$ cat src/rtl/dsa_cmd_fifo.sv
// rtl/dsa_cmd_fifo.sv - first-word-fall-through command FIFO with sticky error flags
module dsa_cmd_fifo #(
  parameter int DSA_CMD_WIDTH = 96,
  parameter int DEPTH_LOG2    = 4,
  parameter int AF_MARGIN     = 2
) (
  input  logic                     axi_aclk,
  input  logic                     axi_aresetn,
  input  logic                     cmd_wr_en,
  input  logic [DSA_CMD_WIDTH-1:0] cmd_wr_data,
  output logic                     cmd_full,
  output logic                     cmd_almost_full,
  input  logic                     dsa_cmd_fifo_rd_en,
  output logic [DSA_CMD_WIDTH-1:0] dsa_xocc_cmd_in,
  output logic                     dsa_cmd_fifo_empty,
  output logic [DEPTH_LOG2:0]      cmd_level,
  output logic                     err_overflow,
  output logic                     err_underflow,
  input  logic                     err_clear
);

  localparam int DEPTH = 2 ** DEPTH_LOG2;
  localparam logic [DEPTH_LOG2:0]   LVL_FULL = (DEPTH_LOG2 + 1)'(DEPTH);
  localparam logic [DEPTH_LOG2:0]   LVL_AF   = (DEPTH_LOG2 + 1)'(DEPTH - AF_MARGIN);
  localparam logic [DEPTH_LOG2:0]   LVL_ONE  = (DEPTH_LOG2 + 1)'(1);
  localparam logic [DEPTH_LOG2-1:0] PTR_ONE  = DEPTH_LOG2'(1);

  logic [DSA_CMD_WIDTH-1:0] mem [DEPTH];
  logic [DEPTH_LOG2-1:0]    wr_ptr;
  logic [DEPTH_LOG2-1:0]    rd_ptr;
  logic                     push;
  logic                     pop;
  logic                     ovf_event;
  logic                     unf_event;

  // Status flags come only from the registered level, so no path from the request inputs
  assign cmd_full           = (cmd_level == LVL_FULL);
  assign cmd_almost_full    = (cmd_level >= LVL_AF);
  assign dsa_cmd_fifo_empty = (cmd_level == '0);

  // A full FIFO still accepts a push when the same cycle pops, since a slot frees up
  assign push = axi_aresetn & cmd_wr_en & (~cmd_full | dsa_cmd_fifo_rd_en);
  assign pop  = axi_aresetn & dsa_cmd_fifo_rd_en & ~dsa_cmd_fifo_empty;

  assign ovf_event = cmd_wr_en & cmd_full & ~dsa_cmd_fifo_rd_en;
  assign unf_event = dsa_cmd_fifo_rd_en & dsa_cmd_fifo_empty;

  // Head entry falls through; zero while empty so stale storage is never exposed
  assign dsa_xocc_cmd_in = dsa_cmd_fifo_empty ? '0 : mem[rd_ptr];

  // Storage is deliberately not reset; only accepted pushes write it
  always_ff @(posedge axi_aclk) begin
    if (push) mem[wr_ptr] <= cmd_wr_data;
  end

  // Pointers and occupancy
  always_ff @(posedge axi_aclk or negedge axi_aresetn) begin
    if (!axi_aresetn) begin
      wr_ptr    <= '0;
      rd_ptr    <= '0;
      cmd_level <= '0;
    end else begin
      if (push) wr_ptr <= wr_ptr + PTR_ONE;
      if (pop)  rd_ptr <= rd_ptr + PTR_ONE;
      case ({push, pop})
        2'b10:   cmd_level <= cmd_level + LVL_ONE;
        2'b01:   cmd_level <= cmd_level - LVL_ONE;
        default: cmd_level <= cmd_level;
      endcase
    end
  end

  // Sticky error flags; a new event in the clearing cycle keeps the flag set
  always_ff @(posedge axi_aclk or negedge axi_aresetn) begin
    if (!axi_aresetn) begin
      err_overflow  <= 1'b0;
      err_underflow <= 1'b0;
    end else begin
      err_overflow  <= ovf_event | (err_overflow & ~err_clear);
      err_underflow <= unf_event | (err_underflow & ~err_clear);
    end
  end

endmodule

$ cat config.mk
export PLATFORM = sky130hd
export DESIGN_NAME = dsa_cmd_fifo
export DESIGN_NICKNAME = d
export VERILOG_FILES = /design/src/rtl/dsa_cmd_fifo.sv
export SDC_FILE = /design/constraint.sdc
export NUM_CORES = 2
export LEC_CHECK = 0
export BUFFER_PORTS_ARGS = -buffer_cell sky130_fd_sc_hd__buf_2
export CAP_MARGIN = 10
export CORE_ASPECT_RATIO = 2
export CORE_MARGIN = 2
export CORE_UTILIZATION = 48
export DETAILED_ROUTE_END_ITERATION = 8
export PLACE_DENSITY_LB_ADDON = 0.15
export SLEW_MARGIN = 20
export SYNTH_ARGS = -nofsm -noshare
export SYNTH_HDL_FRONTEND = slang
export SYNTH_SLANG_ARGS = --single-unit
$ cat constraint.sdc
create_clock -name axi_aclk -period 9.3 [get_ports axi_aclk]
set_input_delay 0.93 -clock axi_aclk [delete_from_list [all_inputs] [get_ports axi_aclk]]
set_output_delay 0.93 -clock axi_aclk [all_outputs]
set_load 0.1 [all_outputs]
==> flow_metrics.py <==
metrics = {
    "status": {
        "status": "finished, final reports clean",
    },
    "yosys": {
        "post_synth_num_cell_types": 38,
        "yosys_warnings": 0,
        "netlist_instances": 2864,
        "synth_top_cell_area_share": 0.773,
        "syn_area_per_cell_um2": 20.8,
        "synth_area_leaders": "sky130_fd_sc_hd__edfxtp_1 (77%), sky130_fd_sc_hd__mux2i_1 (8.0%), sky130_fd_sc_hd__mux4_2 (7.3%)",
        "synthDominantAreaCellType": "sky130_fd_sc_hd__edfxtp_1",
        "net_count_synth": 2973,
        "seq_area_frac_synth": 0.780,
        "yosys_register_bits": 1551,
        "mappedNetlistArea_um2": 59600,
    },
    "setup_path": {
        "arrival_time_at_the_worst_endpoint_ps": 4510,
        "data_required_critical_path_ps": 8370,
        "critPathMostFrequentCell": "sky130_fd_sc_hd__buf_4",
        "worstPathCellList": "buf_4 > buf_4 > mux4_2 > mux2i_1 > o22ai_1 > buf_2",
        "critical_path.top_delay_family": "buffers and inverters",
        "critical_path_peak_fanout": 38,
        "worstSetupPathType": "flop to output pin",
        "critPathSlowestCell": "sky130_fd_sc_hd__dfrtp_4",
        "worst_setup_path_start_kind": "flop",
        "critical_path_buf_inv_count": 3,
        "critical_path.endpoint_type": "output pin",
        "cp_slowest_stage_delay_ps": 900,
    },
    "layout": {
        "seqCellArea_um2": 46500,
        "finish.cell_count_without_fillers": 4875,
        "area_growth_pct": 12.0,
        "final.fill_count": 9490,
        "layout.cell_area.non_filler_um2": 66800,
        "finalNetCount": 3206,
        "drive_gt1_frac": 0.206,
        "multiInputGateArea_um2": 12300,
    },
    "timing": {
        "timing.slew.headroom": 0.276,
        "timing.final.crit_share": 0.585,
        "slew_violations": 0,
        "final.setup_skew_ps": 24.6,
        "fin_worst_hold_slack_ps": 99.9,
        "report.final.setup_viol": 0,
        "final.min_clock_period_ps": 5440,
        "timing_hold_violations_final": 0,
        "grt_setup_unrepaired": "no",
        "worst_pin_slew_ps": 1090,
        "max_freq_ghz": 0.184,
        "totalNegativeSetupSlack_ps": 0,
    },
    "pwr": {
        "netSwitchingFraction": 0.410,
        "internal-power_w": 0.0135,
        "switchingPower_w": 0.00939,
        "power-per-cell-area_nw_per_um2": 343,
        "power.sequential.fraction": 0.363,
        "totalPowerFinal_w": 0.0229,
        "peakVddDrop_mv": 0.490,
        "power.static_leakage_nw": 22.3,
        "power.clock.fraction": 0.242,
        "power.share.combinational": 0.395,
    },
    "detailed_routing": {
        "first_pass_iters": 5,
        "drt_drc_violations_left": 0,
        "detail_route.vias_per_cell": 5.85,
        "dr.first_iter.drc_count": 2499,
        "vias": 28500,
        "routed_wl_um": 137000,
        "final_antenna_net_count": 0,
        "wl_per_cell_um": 28.1,
    },
    "clocking": {
        "clock-root-buffer": "sky130_fd_sc_hd__clkbuf_16",
        "clkSinkCount": 1551,
        "cts.path.max_buffers": 3,
        "worst_setup_hold_path_clk_slew_ps": 70,
        "post_cts.resized_instances": 0,
        "cts-hold-fix-buffers": 0,
        "clock_tree.htree_level_count": 4,
        "clock_latency_ps": 770,
        "cts.repair_timing.setup_buffer_count": 0,
        "tritoncts": "yes",
        "cts-buffers-inserted": 137,
    },
    "placed_design": {
        "place.detailed.instances": 4623,
        "place_hpwl_um": 66500,
        "io_buffer_count": 206,
        "placement.cell_area_um2": 62500,
        "gp_routability_congestion": 0.716,
    },
    "floorplanning": {
        "floorplan.die.height_um": 503,
        "floorplan.die_area_um2": 127000,
        "dieWidth_um": 253,
        "placementRows": 183,
        "initial_core_util": 0.482,
        "io_pins": 207,
        "core_box_area_um2": 124000,
    },
    "global_route": {
        "grt.met2_usage": 0.364,
        "grt_pass1_wl_um": 199000,
        "groute.usage.overall": 0.217,
        "top_usage_layer": "met2",
        "globalRouteMet1Util": 0.294,
        "grt_antenna_before_repair": 22,
        "first_global_vias": 28800,
        "grt_overflow": 0,
        "use_met3": 0.0416,
        "pin_count_of_the_biggest_net_entering_global_routing": 123,
    },
    "flow_run": {
        "drv.max_cap_violation_count": 0,
    },
    "min_path": {
        "min_path_type": "input port to asynchronous set/reset pin",
    },
}
## area by class of cell
class                   count  share of cell area
inverters                  10            0.000562
repair buffers            261              0.0240
flip-flops and latches   1551               0.696
well taps                1665              0.0312
clock inverters            65             0.00815
clock buffers             184              0.0566
diodes                      3            0.000112
multi-input cells        1136               0.183
## sequential cells by signal, indices dropped and copies added (netlist names)
register and flops:
rd_ptr 4, mem 1536, cmd_level 5, wr_ptr 4, err_overflow 1, err_underflow 1
## power by group through the flow
stage | combinational (W) | clock [W] | sequential, W
after floorplan | 0.00725 | 0 | 0.00842
after global placement | 0.00911 | 0 | 0.00845
after detailed placement | 0.00914 | 0 | 0.00847
after CTS | 0.00915 | 0.00568 | 0.00832
after global routing | 0.00949 | 0.00592 | 0.00834
final | 0.00905 | 0.00555 | 0.00831
## cells in the mapped netlist (all sizes together)
cell type	n
a211oi	1
a21oi	4
a22o	1
a22oi	190
a31oi	3
a32o	1
and2	1
buf	132
clkbuf	35
dfrtp	15
edfxtp	1536
ha	8
inv	10
mux2	2
mux2i	476
mux4	194
nand2	110
nand2b	4
nand3	2
nand4	1
nand4b	1
nor2	13
nor2b	3
nor3	4
nor4	1
o2111a	1
o211ai	1
o21ai	4
o22ai	95
o31ai	1
or3	2
xnor2	10
xor2	2
## metal layers
layer	part of all wire	wire length, um
met5	0.0016	213
met4	0.019	2650
met3	0.054	7340
met2	0.50	68200
met1	0.43	58600
## cell usage in the layout (no fill, tap or decap), types with 2 or more instances in the layout
| cell | n |
|---|---|
| sky130_fd_sc_hd__a31oi_1 | 2 |
| sky130_fd_sc_hd__clkinv_8 | 2 |
| sky130_fd_sc_hd__edfxtp_1 | 1536 |
| sky130_fd_sc_hd__clkinv_2 | 13 |
| sky130_fd_sc_hd__clkbuf_16 | 145 |
| sky130_fd_sc_hd__nand2b_1 | 3 |
| sky130_fd_sc_hd__mux4_2 | 194 |
| sky130_fd_sc_hd__o21ai_0 | 4 |
| sky130_fd_sc_hd__xnor2_1 | 10 |
| sky130_fd_sc_hd__inv_6 | 5 |
| sky130_fd_sc_hd__mux2i_1 | 476 |
| sky130_fd_sc_hd__diode_2 | 3 |
| sky130_fd_sc_hd__xor2_1 | 2 |
| sky130_fd_sc_hd__or3_1 | 2 |
| sky130_fd_sc_hd__nand2_1 | 108 |
| sky130_fd_sc_hd__dfrtp_4 | 3 |
| sky130_fd_sc_hd__ha_1 | 8 |
| sky130_fd_sc_hd__clkinvlp_4 | 2 |
| sky130_fd_sc_hd__clkbuf_1 | 38 |
| sky130_fd_sc_hd__clkinv_1 | 34 |
| sky130_fd_sc_hd__buf_2 | 206 |
| sky130_fd_sc_hd__o22ai_1 | 95 |
| sky130_fd_sc_hd__buf_4 | 43 |
| sky130_fd_sc_hd__mux2_2 | 2 |
| sky130_fd_sc_hd__nor3_2 | 4 |
| sky130_fd_sc_hd__nand3_1 | 2 |
| sky130_fd_sc_hd__buf_12 | 11 |
| sky130_fd_sc_hd__a22oi_1 | 190 |
| sky130_fd_sc_hd__a21oi_1 | 4 |
| sky130_fd_sc_hd__nor2b_4 | 2 |
| sky130_fd_sc_hd__nor2_4 | 13 |
| sky130_fd_sc_hd__dfrtp_1 | 12 |
| sky130_fd_sc_hd__inv_1 | 10 |
| sky130_fd_sc_hd__bufinv_16 | 8 |
## per-stage QoR
stage	setup slack [ps]	utilization
2_1_floorplan	208	-
3_3_place_gp	4540	0.504
3_5_place_dp	4520	0.504
4_1_cts	3660	0.539
5_1_grt	3480	0.539
6_report	3860	0.539
## kinds of logic (layout without fill, tap and decap cells)
| kind of cell | count (synthesis) | in the layout | share of synthesized area |
|---|---|---|---|
| flip-flops | 1551 | 1551 | 0.780 |
| multiplexers | 672 | 672 | 0.154 |
| AO/OA/AOI/OAI | 302 | 302 | 0.0358 |
| buffers and inverters | 177 | 520 | 0.0176 |
| AND/OR/NAND/NOR | 142 | 142 | 0.00999 |
| XOR/XNOR | 12 | 12 | 0.00176 |
| adder cells (fa/ha/maj) | 8 | 8 | 0.00168 |
| other | 0 | 3 | 0 |
## path summary, 6_finish.rpt
path / end / slack [ps] / start / depth (start not counted)
hold reg to reg: err_overflow$_DFF_PN0_ / 490 / err_overflow$_DFF_PN0_ / 1
min in group axi_aclk: err_underflow$_DFF_PN0_ / 410 / dsa_cmd_fifo_rd_en / 2
max in group asynchronous: rd_ptr[2]$_DFFE_PN0P_ / 8840 / axi_aresetn / 1
setup / recovery: dsa_xocc_cmd_in[46] / 3860 / rd_ptr[0]$_DFFE_PN0P_ / 6
setup reg to reg: mem[10][50]$_DFFE_PP_ / 5670 / cmd_level[1]$_DFFE_PN0P_ / 5
hold / removal: cmd_level[3]$_DFFE_PN0P_ / 100 / axi_aresetn / 1
(Power assumes the default switching activity.)
